`src/rtl/alien_fleet_if.sv`:
```
// Signal bundle between game/alien-array logic and the alien fleet controller.
interface alien_fleet_if #(
    parameter int NUM_ALIENS = 8
);
    logic                  start;
    logic                  frame_tick;
    logic [NUM_ALIENS-1:0] alive_mask;
    logic [15:0]           fleet_left_x;
    logic [15:0]           fleet_right_x;
    logic                  shot_busy;
    logic                  movement_direction;
    logic [15:0]           movement_frequency;
    logic                  step_x;
    logic                  step_down;
    logic [15:0]           y_offset;
    logic [NUM_ALIENS-1:0] armed;
    logic                  fire_req;
    logic                  fleet_cleared;
    logic                  invaded;

    modport master (
        output start, frame_tick, alive_mask, fleet_left_x, fleet_right_x, shot_busy,
        input  movement_direction, movement_frequency, step_x, step_down, y_offset,
        input  armed, fire_req, fleet_cleared, invaded
    );

    modport slave (
        input  start, frame_tick, alive_mask, fleet_left_x, fleet_right_x, shot_busy,
        output movement_direction, movement_frequency, step_x, step_down, y_offset,
        output armed, fire_req, fleet_cleared, invaded
    );
endinterface

```
`src/rtl/alien_fleet_controller.sv`:
```
// Alien formation sequencer: shared march direction and step timing, edge-triggered
// drop-and-reverse, halt detection and a round-robin fire scheduler.
module alien_fleet_controller #(
    parameter int NUM_ALIENS       = 8,
    parameter int LEFT_BOUND       = 8,
    parameter int RIGHT_BOUND      = 152,
    parameter int MIN_PERIOD       = 1,
    parameter int PERIOD_PER_ALIEN = 2,
    parameter int DROP_ROWS        = 8,
    parameter int INVADE_OFFSET    = 96,
    parameter int FIRE_PERIOD      = 32
) (
    input logic          clk,
    input logic          rst_n,
    alien_fleet_if.slave bus
);
    localparam int PTR_W  = (NUM_ALIENS > 1) ? $clog2(NUM_ALIENS) : 1;
    localparam int FIRE_W = $clog2(FIRE_PERIOD + 1);
    localparam int DROP_W = $clog2(DROP_ROWS + 1);

    typedef enum logic [1:0] {IDLE, MARCH, DROP, HALT} state_t;
    state_t state, state_next;

    logic                  dir;
    logic [15:0]           period, frame_cnt, y_offset;
    logic [DROP_W-1:0]     drop_cnt;
    logic [FIRE_W-1:0]     fire_cnt;
    logic [PTR_W-1:0]      rr_ptr;
    logic [NUM_ALIENS-1:0] armed;
    logic                  step_x, step_down, fire_req, cleared, invaded;

    logic [15:0]      alive_count, period_next;
    logic [PTR_W-1:0] pick, probe;
    logic             pick_valid, at_edge, fire_now;
    logic             active, halt_clear, halt_invade, boundary, edge_hit, drop_tick, drop_done;

    always_comb begin
        alive_count = '0;
        for (int i = 0; i < NUM_ALIENS; i++) alive_count = alive_count + 16'(bus.alive_mask[i]);
    end
    assign period_next = 16'(MIN_PERIOD) + 16'(PERIOD_PER_ALIEN) * alive_count;

    // Round-robin search: lowest offset from rr_ptr wins, so scan offsets high to low.
    always_comb begin
        pick       = '0;
        probe      = '0;
        pick_valid = 1'b0;
        for (int k = NUM_ALIENS - 1; k >= 0; k--) begin
            probe = PTR_W'((int'(rr_ptr) + k) % NUM_ALIENS);
            if (bus.alive_mask[probe]) begin
                pick       = probe;
                pick_valid = 1'b1;
            end
        end
    end

    assign at_edge = dir ? (bus.fleet_right_x >= 16'(RIGHT_BOUND))
                         : (bus.fleet_left_x <= 16'(LEFT_BOUND));

    always_ff @(posedge clk or negedge rst_n) begin
        if (!rst_n) state <= IDLE;
        else        state <= state_next;
    end

    always_comb begin
        state_next  = state;
        active      = 1'b0;
        halt_clear  = 1'b0;
        halt_invade = 1'b0;
        boundary    = 1'b0;
        edge_hit    = 1'b0;
        drop_tick   = 1'b0;
        drop_done   = 1'b0;
        if (state == MARCH || state == DROP) begin
            if (bus.alive_mask == '0) begin
                halt_clear = 1'b1;
                state_next = HALT;
            end else if (y_offset >= 16'(INVADE_OFFSET)) begin
                halt_invade = 1'b1;
                state_next  = HALT;
            end else begin
                active = 1'b1;
                if (state == MARCH) begin
                    if (bus.frame_tick && (({1'b0, frame_cnt} + 17'd1) >= {1'b0, period})) begin
                        boundary = 1'b1;
                        if (at_edge) begin
                            edge_hit   = 1'b1;
                            state_next = DROP;
                        end
                    end
                end else if (bus.frame_tick) begin
                    drop_tick = 1'b1;
                    if (drop_cnt == DROP_W'(DROP_ROWS - 1)) begin
                        drop_done  = 1'b1;
                        state_next = MARCH;
                    end
                end
            end
        end
        if (bus.start) state_next = MARCH;
    end

    assign fire_now = active && (fire_cnt == FIRE_W'(FIRE_PERIOD)) && !bus.shot_busy && pick_valid;

    always_ff @(posedge clk or negedge rst_n) begin
        if (!rst_n) begin
            dir       <= 1'b1;
            period    <= '0;
            frame_cnt <= '0;
            y_offset  <= '0;
            drop_cnt  <= '0;
            fire_cnt  <= '0;
            rr_ptr    <= '0;
            armed     <= '0;
            step_x    <= 1'b0;
            step_down <= 1'b0;
            fire_req  <= 1'b0;
            cleared   <= 1'b0;
            invaded   <= 1'b0;
        end else begin
            period    <= period_next;
            step_x    <= 1'b0;
            step_down <= 1'b0;
            fire_req  <= 1'b0;
            if ((armed & ~bus.alive_mask) != '0) armed <= '0;
            if (bus.start) begin
                dir       <= 1'b1;
                frame_cnt <= '0;
                y_offset  <= '0;
                drop_cnt  <= '0;
                fire_cnt  <= '0;
                cleared   <= 1'b0;
                invaded   <= 1'b0;
            end else begin
                if (halt_clear)  cleared <= 1'b1;
                if (halt_invade) invaded <= 1'b1;
                if (halt_clear || halt_invade) armed <= '0;
                if (active && state == MARCH && bus.frame_tick)
                    frame_cnt <= boundary ? '0 : frame_cnt + 16'd1;
                step_x <= boundary && !edge_hit;
                if (edge_hit) drop_cnt <= '0;
                if (drop_tick) begin
                    step_down <= 1'b1;
                    y_offset  <= y_offset + 16'd1;
                    drop_cnt  <= drop_cnt + DROP_W'(1);
                end
                if (drop_done) begin
                    dir       <= !dir;
                    frame_cnt <= '0;
                end
                // A fire resets the interval even if a frame tick lands in the same cycle.
                if (fire_now) begin
                    armed    <= NUM_ALIENS'(1) << pick;
                    fire_req <= 1'b1;
                    rr_ptr   <= PTR_W'((int'(pick) + 1) % NUM_ALIENS);
                    fire_cnt <= '0;
                end else if (active && bus.frame_tick && fire_cnt != FIRE_W'(FIRE_PERIOD)) begin
                    fire_cnt <= fire_cnt + FIRE_W'(1);
                end
            end
        end
    end

    assign bus.movement_direction = dir;
    assign bus.movement_frequency = period;
    assign bus.step_x             = step_x;
    assign bus.step_down          = step_down;
    assign bus.y_offset           = y_offset;
    assign bus.armed              = armed;
    assign bus.fire_req           = fire_req;
    assign bus.fleet_cleared      = cleared;
    assign bus.invaded            = invaded;
endmodule
```
`src/flat_wrapper.sv`:
```
// flat-port wrapper written by rule: the top's interface ports become plain ports
module alien_fleet_controller_flat 
#(
    parameter int NUM_ALIENS       = 8,
    parameter int LEFT_BOUND       = 8,
    parameter int RIGHT_BOUND      = 152,
    parameter int MIN_PERIOD       = 1,
    parameter int PERIOD_PER_ALIEN = 2,
    parameter int DROP_ROWS        = 8,
    parameter int INVADE_OFFSET    = 96,
    parameter int FIRE_PERIOD      = 32
)
  (clk, rst_n, bus_start, bus_frame_tick, bus_alive_mask, bus_fleet_left_x, bus_fleet_right_x, bus_shot_busy, bus_movement_direction, bus_movement_frequency, bus_step_x, bus_step_down, bus_y_offset, bus_armed, bus_fire_req, bus_fleet_cleared, bus_invaded);
  alien_fleet_if #(.NUM_ALIENS(NUM_ALIENS)) bus_i ();
  input logic clk;
  input logic rst_n;
  input wire logic [$bits(bus_i.start)-1:0] bus_start;
  input wire logic [$bits(bus_i.frame_tick)-1:0] bus_frame_tick;
  input wire logic [$bits(bus_i.alive_mask)-1:0] bus_alive_mask;
  input wire logic [$bits(bus_i.fleet_left_x)-1:0] bus_fleet_left_x;
  input wire logic [$bits(bus_i.fleet_right_x)-1:0] bus_fleet_right_x;
  input wire logic [$bits(bus_i.shot_busy)-1:0] bus_shot_busy;
  output wire logic [$bits(bus_i.movement_direction)-1:0] bus_movement_direction;
  output wire logic [$bits(bus_i.movement_frequency)-1:0] bus_movement_frequency;
  output wire logic [$bits(bus_i.step_x)-1:0] bus_step_x;
  output wire logic [$bits(bus_i.step_down)-1:0] bus_step_down;
  output wire logic [$bits(bus_i.y_offset)-1:0] bus_y_offset;
  output wire logic [$bits(bus_i.armed)-1:0] bus_armed;
  output wire logic [$bits(bus_i.fire_req)-1:0] bus_fire_req;
  output wire logic [$bits(bus_i.fleet_cleared)-1:0] bus_fleet_cleared;
  output wire logic [$bits(bus_i.invaded)-1:0] bus_invaded;
  assign bus_i.start = bus_start;
  assign bus_i.frame_tick = bus_frame_tick;
  assign bus_i.alive_mask = bus_alive_mask;
  assign bus_i.fleet_left_x = bus_fleet_left_x;
  assign bus_i.fleet_right_x = bus_fleet_right_x;
  assign bus_i.shot_busy = bus_shot_busy;
  assign bus_movement_direction = bus_i.movement_direction;
  assign bus_movement_frequency = bus_i.movement_frequency;
  assign bus_step_x = bus_i.step_x;
  assign bus_step_down = bus_i.step_down;
  assign bus_y_offset = bus_i.y_offset;
  assign bus_armed = bus_i.armed;
  assign bus_fire_req = bus_i.fire_req;
  assign bus_fleet_cleared = bus_i.fleet_cleared;
  assign bus_invaded = bus_i.invaded;
  alien_fleet_controller #(.NUM_ALIENS(NUM_ALIENS), .LEFT_BOUND(LEFT_BOUND), .RIGHT_BOUND(RIGHT_BOUND), .MIN_PERIOD(MIN_PERIOD), .PERIOD_PER_ALIEN(PERIOD_PER_ALIEN), .DROP_ROWS(DROP_ROWS), .INVADE_OFFSET(INVADE_OFFSET), .FIRE_PERIOD(FIRE_PERIOD)) u_core (.clk(clk), .rst_n(rst_n), .bus(bus_i));
endmodule
```
`config.mk`:
```
export PLATFORM = sky130hd
export DESIGN_NAME = alien_fleet_controller_flat
export DESIGN_NICKNAME = d
export VERILOG_FILES = /design/src/rtl/alien_fleet_if.sv /design/src/rtl/alien_fleet_controller.sv /design/src/flat_wrapper.sv
export SDC_FILE = /design/constraint.sdc
export NUM_CORES = 1
export LEC_CHECK = 0
export ABC_CLOCK_PERIOD_IN_PS = 10740
export CAP_MARGIN = 20
export CORE_ASPECT_RATIO = 1.25
export CORE_MARGIN = 4
export CORE_UTILIZATION = 27
export DETAILED_ROUTE_END_ITERATION = 10
export SETUP_SLACK_MARGIN = 0.1
export SYNTH_ARGS = -nofsm -noshare
export SYNTH_HDL_FRONTEND = slang
export SYNTH_SLANG_ARGS = --single-unit
```
`constraint.sdc`:
```
create_clock -name clk -period 10.74 [get_ports clk]
set_clock_uncertainty 0.15 [all_clocks]
set_input_delay 1.074 -clock clk [delete_from_list [all_inputs] [get_ports clk]]
set_output_delay 1.074 -clock clk [all_outputs]
set_load 0.02 [all_outputs]
```
==> results.json <==
{
  "critPathMaxStageDelay_ps": 710,
  "cts_sinks": 66,
  "crit_chain": "inv_1, ha_1, mux4_1, and2_1, o211ai_1, a21oi_1, o21ai_0, a211oi_1, a21o_2, ha_1, ha_1, nand2_1, o21ai_0",
  "dp_hpwl_um": 8450,
  "finalHoldViolations": 0,
  "power_uw": 730,
  "core_um2": 15800,
  "layout_common_cells": "clkdlybuf4s50_1, dfrtp_1, nand2_1, inv_1, nor2_1",
  "clockRootBuffer": "clkbuf_16",
  "syn_area_um2": 4370,
  "antenna_cells": 0,
  "vias": 3660,
  "r2r-start": "u_core.rr_ptr[1]",
  "die_w_um": 122,
  "drtPass1Iterations": 4,
  "crit_slowest_cell": "mux4_1",
  "relSlewSlack": 0.419,
  "cts.clk_slew.worst_paths_ps": 60,
  "reg2reg_slack_ps": 6620,
  "status": "completed",
  "ys_async_sr_fraction": 1.00,
  "synth_flop_cell": "dfrtp_1",
  "synth_cells": 458,
  "ir_drop_uv": 77.5,
  "whs_ps": 374,
  "post_cts_buffers": 0,
  "hold_path_depth": 2,
  "max-cap-violations": 0,
  "dieArea_um2": 18300,
  "r2r_end": "u_core.rr_ptr[2]",
  "clock.fmax_mhz": 242,
  "port_buffers": 76,
  "gp_congestion": 0.830,
  "setup_tns_ps": 0,
  "yosys_register_bits": 66,
  "min_period_over_period": 0.384,
  "cts_max_level": 3,
  "syn_avg_cell_area_um2": 9.54,
  "hold_path.class": "flip-flop to flip-flop",
  "setup_viol": 0,
  "min_period_ps": 4120,
  "yosys_warnings": 0,
  "power.static_leakage_uw": 0.00238,
  "worst_pin_slew_ps": 871,
  "seq_area_frac_synth": 0.378,
  "cts_tree": "yes",
  "fin_nets": 604,
  "routed_wirelength_um": 11100,
  "fin_ws_ps": 6620,
  "cp_max_fo": 12,
  "wire_per_inst_um": 14.9,
  "drv_slew": 0,
  "grt_max_degree": 67,
  "hold_buffers": 0,
  "path_common_cell": "ha_1",
  "drive_gt1_frac": 0.0634,
  "cts-resized-gates": 0,
  "start_kind": "flip-flop",
  "die_h_um": 150,
  "grt-ovfl-total": 0,
  "num_io_pins": 91,
  "whs_endpoint": "u_core.bus.invaded",
  "place_worst_setup_slack_ps": 6370,
  "crit_type": "flip-flop to flip-flop",
  "synth_cell_types": 67,
  "numCtsBuffers": 9,
  "synth-edff-count": 0,
  "antenna_found_initial": 0,
  "p_per_area_nw_per_um2": 131,
  "worstSetupEndpointType": "flip-flop",
  "layout_commonest_cell": "clkdlybuf4s50_1",
  "grt_pass1_wl_um": 18600,
  "arrival_ps": 4180,
  "row_count": 51,
  "grt_usage": 0.125,
  "initial_utilization": 0.277,
  "worstPathRequired_ps": 10790,
  "grt_pass1_vias": 3830,
  "syn2layout_area_growth_pct": 27.4,
  "clk_latency_ps": 330,
  "r2r_cells": 13,
  "min_from": "u_core.bus.invaded",
  "clockBufferDepth": 2,
  "grt_setup_unrepaired": "false",
  "postRouteAntennaNets": 0,
  "routed_via_density": 4.89,
  "drc": 0,
  "drtIter0Drc": 161
}
## state kept, by name, indices dropped and copies added (netlist names)
signal                         count
u_core.bus.armed                   8
u_core.bus.fire_req                1
u_core.bus.fleet_cleared           1
u_core.bus.invaded                 1
u_core.bus.movement_direction      1
u_core.bus.movement_frequency      5
u_core.bus.step_down               1
u_core.bus.step_x                  1
u_core.bus.y_offset               16
u_core.drop_cnt                    4
u_core.fire_cnt                    6
u_core.frame_cnt                  16
u_core.rr_ptr                      3
u_core.state                       2
## per-stage QoR
step	std cells	utilization	cell area [um^2]
floorplan	468	-	4410
global placement	732	0.334	5270
detailed placement	732	0.334	5270
CTS	748	0.353	5570
global route	748	0.353	5570
finish	748	0.353	5570
## area by class of cell
| class | count | area [um^2] |
|---|---|---|
| fill | 1595 | 10200 |
| tap | 212 | 265 |
| timing repair buffer | 79 | 778 |
| clock inverter | 4 | 51.3 |
| clock buffer | 12 | 246 |
| multi-input combinational | 336 | 2430 |
| inverter | 39 | 146 |
| sequential | 66 | 1650 |
## critical path, delay by kind of cell, from the launching register on
kind / cells / cell delay [ps]
compound gates: 6 / 1020
buf+inv: 1 / 190
fa+ha+maj: 3 / 1010
mux: 1 / 710
flops: 1 / 630
simple gates: 2 / 280
## report_power, final
group          switching [uW]  internal (uW)
sequential               11.8            262
clock                     106            186
combinational            96.3           68.9
## Yosys cell counts, types with 4 or more instances
library cell / count / area [um^2]
or3_1: 4 / 25.0
a32o_1: 5 / 50.1
nand2b_1: 7 / 43.8
mux4_1: 4 / 105
nor2_1: 28 / 105
clkbuf_1: 10 / 37.5
a22o_1: 4 / 35.0
nand2_1: 39 / 146
a31oi_1: 4 / 25.0
and2_1: 14 / 87.6
nor2b_1: 11 / 68.8
a211oi_1: 8 / 60.1
and3_1: 4 / 25.0
o31ai_1: 5 / 37.5
xnor2_1: 12 / 105
o21ai_0: 12 / 60.1
a21oi_1: 20 / 100
mux2i_1: 7 / 70.1
a22oi_1: 5 / 37.5
nand3_1: 10 / 50.1
nand3b_1: 5 / 37.5
buf_4: 12 / 90.1
mux4_2: 4 / 90.1
nor4_1: 8 / 50.1
inv_1: 38 / 143
ha_1: 24 / 300
dfrtp_1: 65 / 1630
nor3_1: 14 / 70.1
xor2_1: 10 / 87.6
nand4_1: 9 / 56.3
fa_1: 4 / 80.1
## worst max-delay path by stage
stage                            from                  end  cells past startpoint
floorplan           bus_alive_mask[6]  u_core.bus.armed[0]                     10
global placement    bus_alive_mask[0]  u_core.frame_cnt[2]                     10
detailed placement  bus_alive_mask[5]  u_core.bus.armed[0]                     11
CTS                  u_core.rr_ptr[1]     u_core.rr_ptr[2]                     13
global route         u_core.rr_ptr[1]     u_core.rr_ptr[2]                     13
finish               u_core.rr_ptr[1]     u_core.rr_ptr[2]                     13
## cells by family after synthesis
kind of cell	count (synthesis)	share of synthesized area
compound gates	90	0.147
flops	66	0.378
simple gates	168	0.203
xor+xnor	22	0.0441
fa+ha+maj	28	0.0870
buf+inv	66	0.0747
mux	16	0.0641
other cells	2	0.00172
## routing by layer
metal  global-route usage  part of all wire
met5                    0                 0
met1                0.141              0.41
met4               0.0504             0.014
met3               0.0252             0.050
met2                0.230              0.53
No activity file was read; power rests on OpenSTA's default activity.
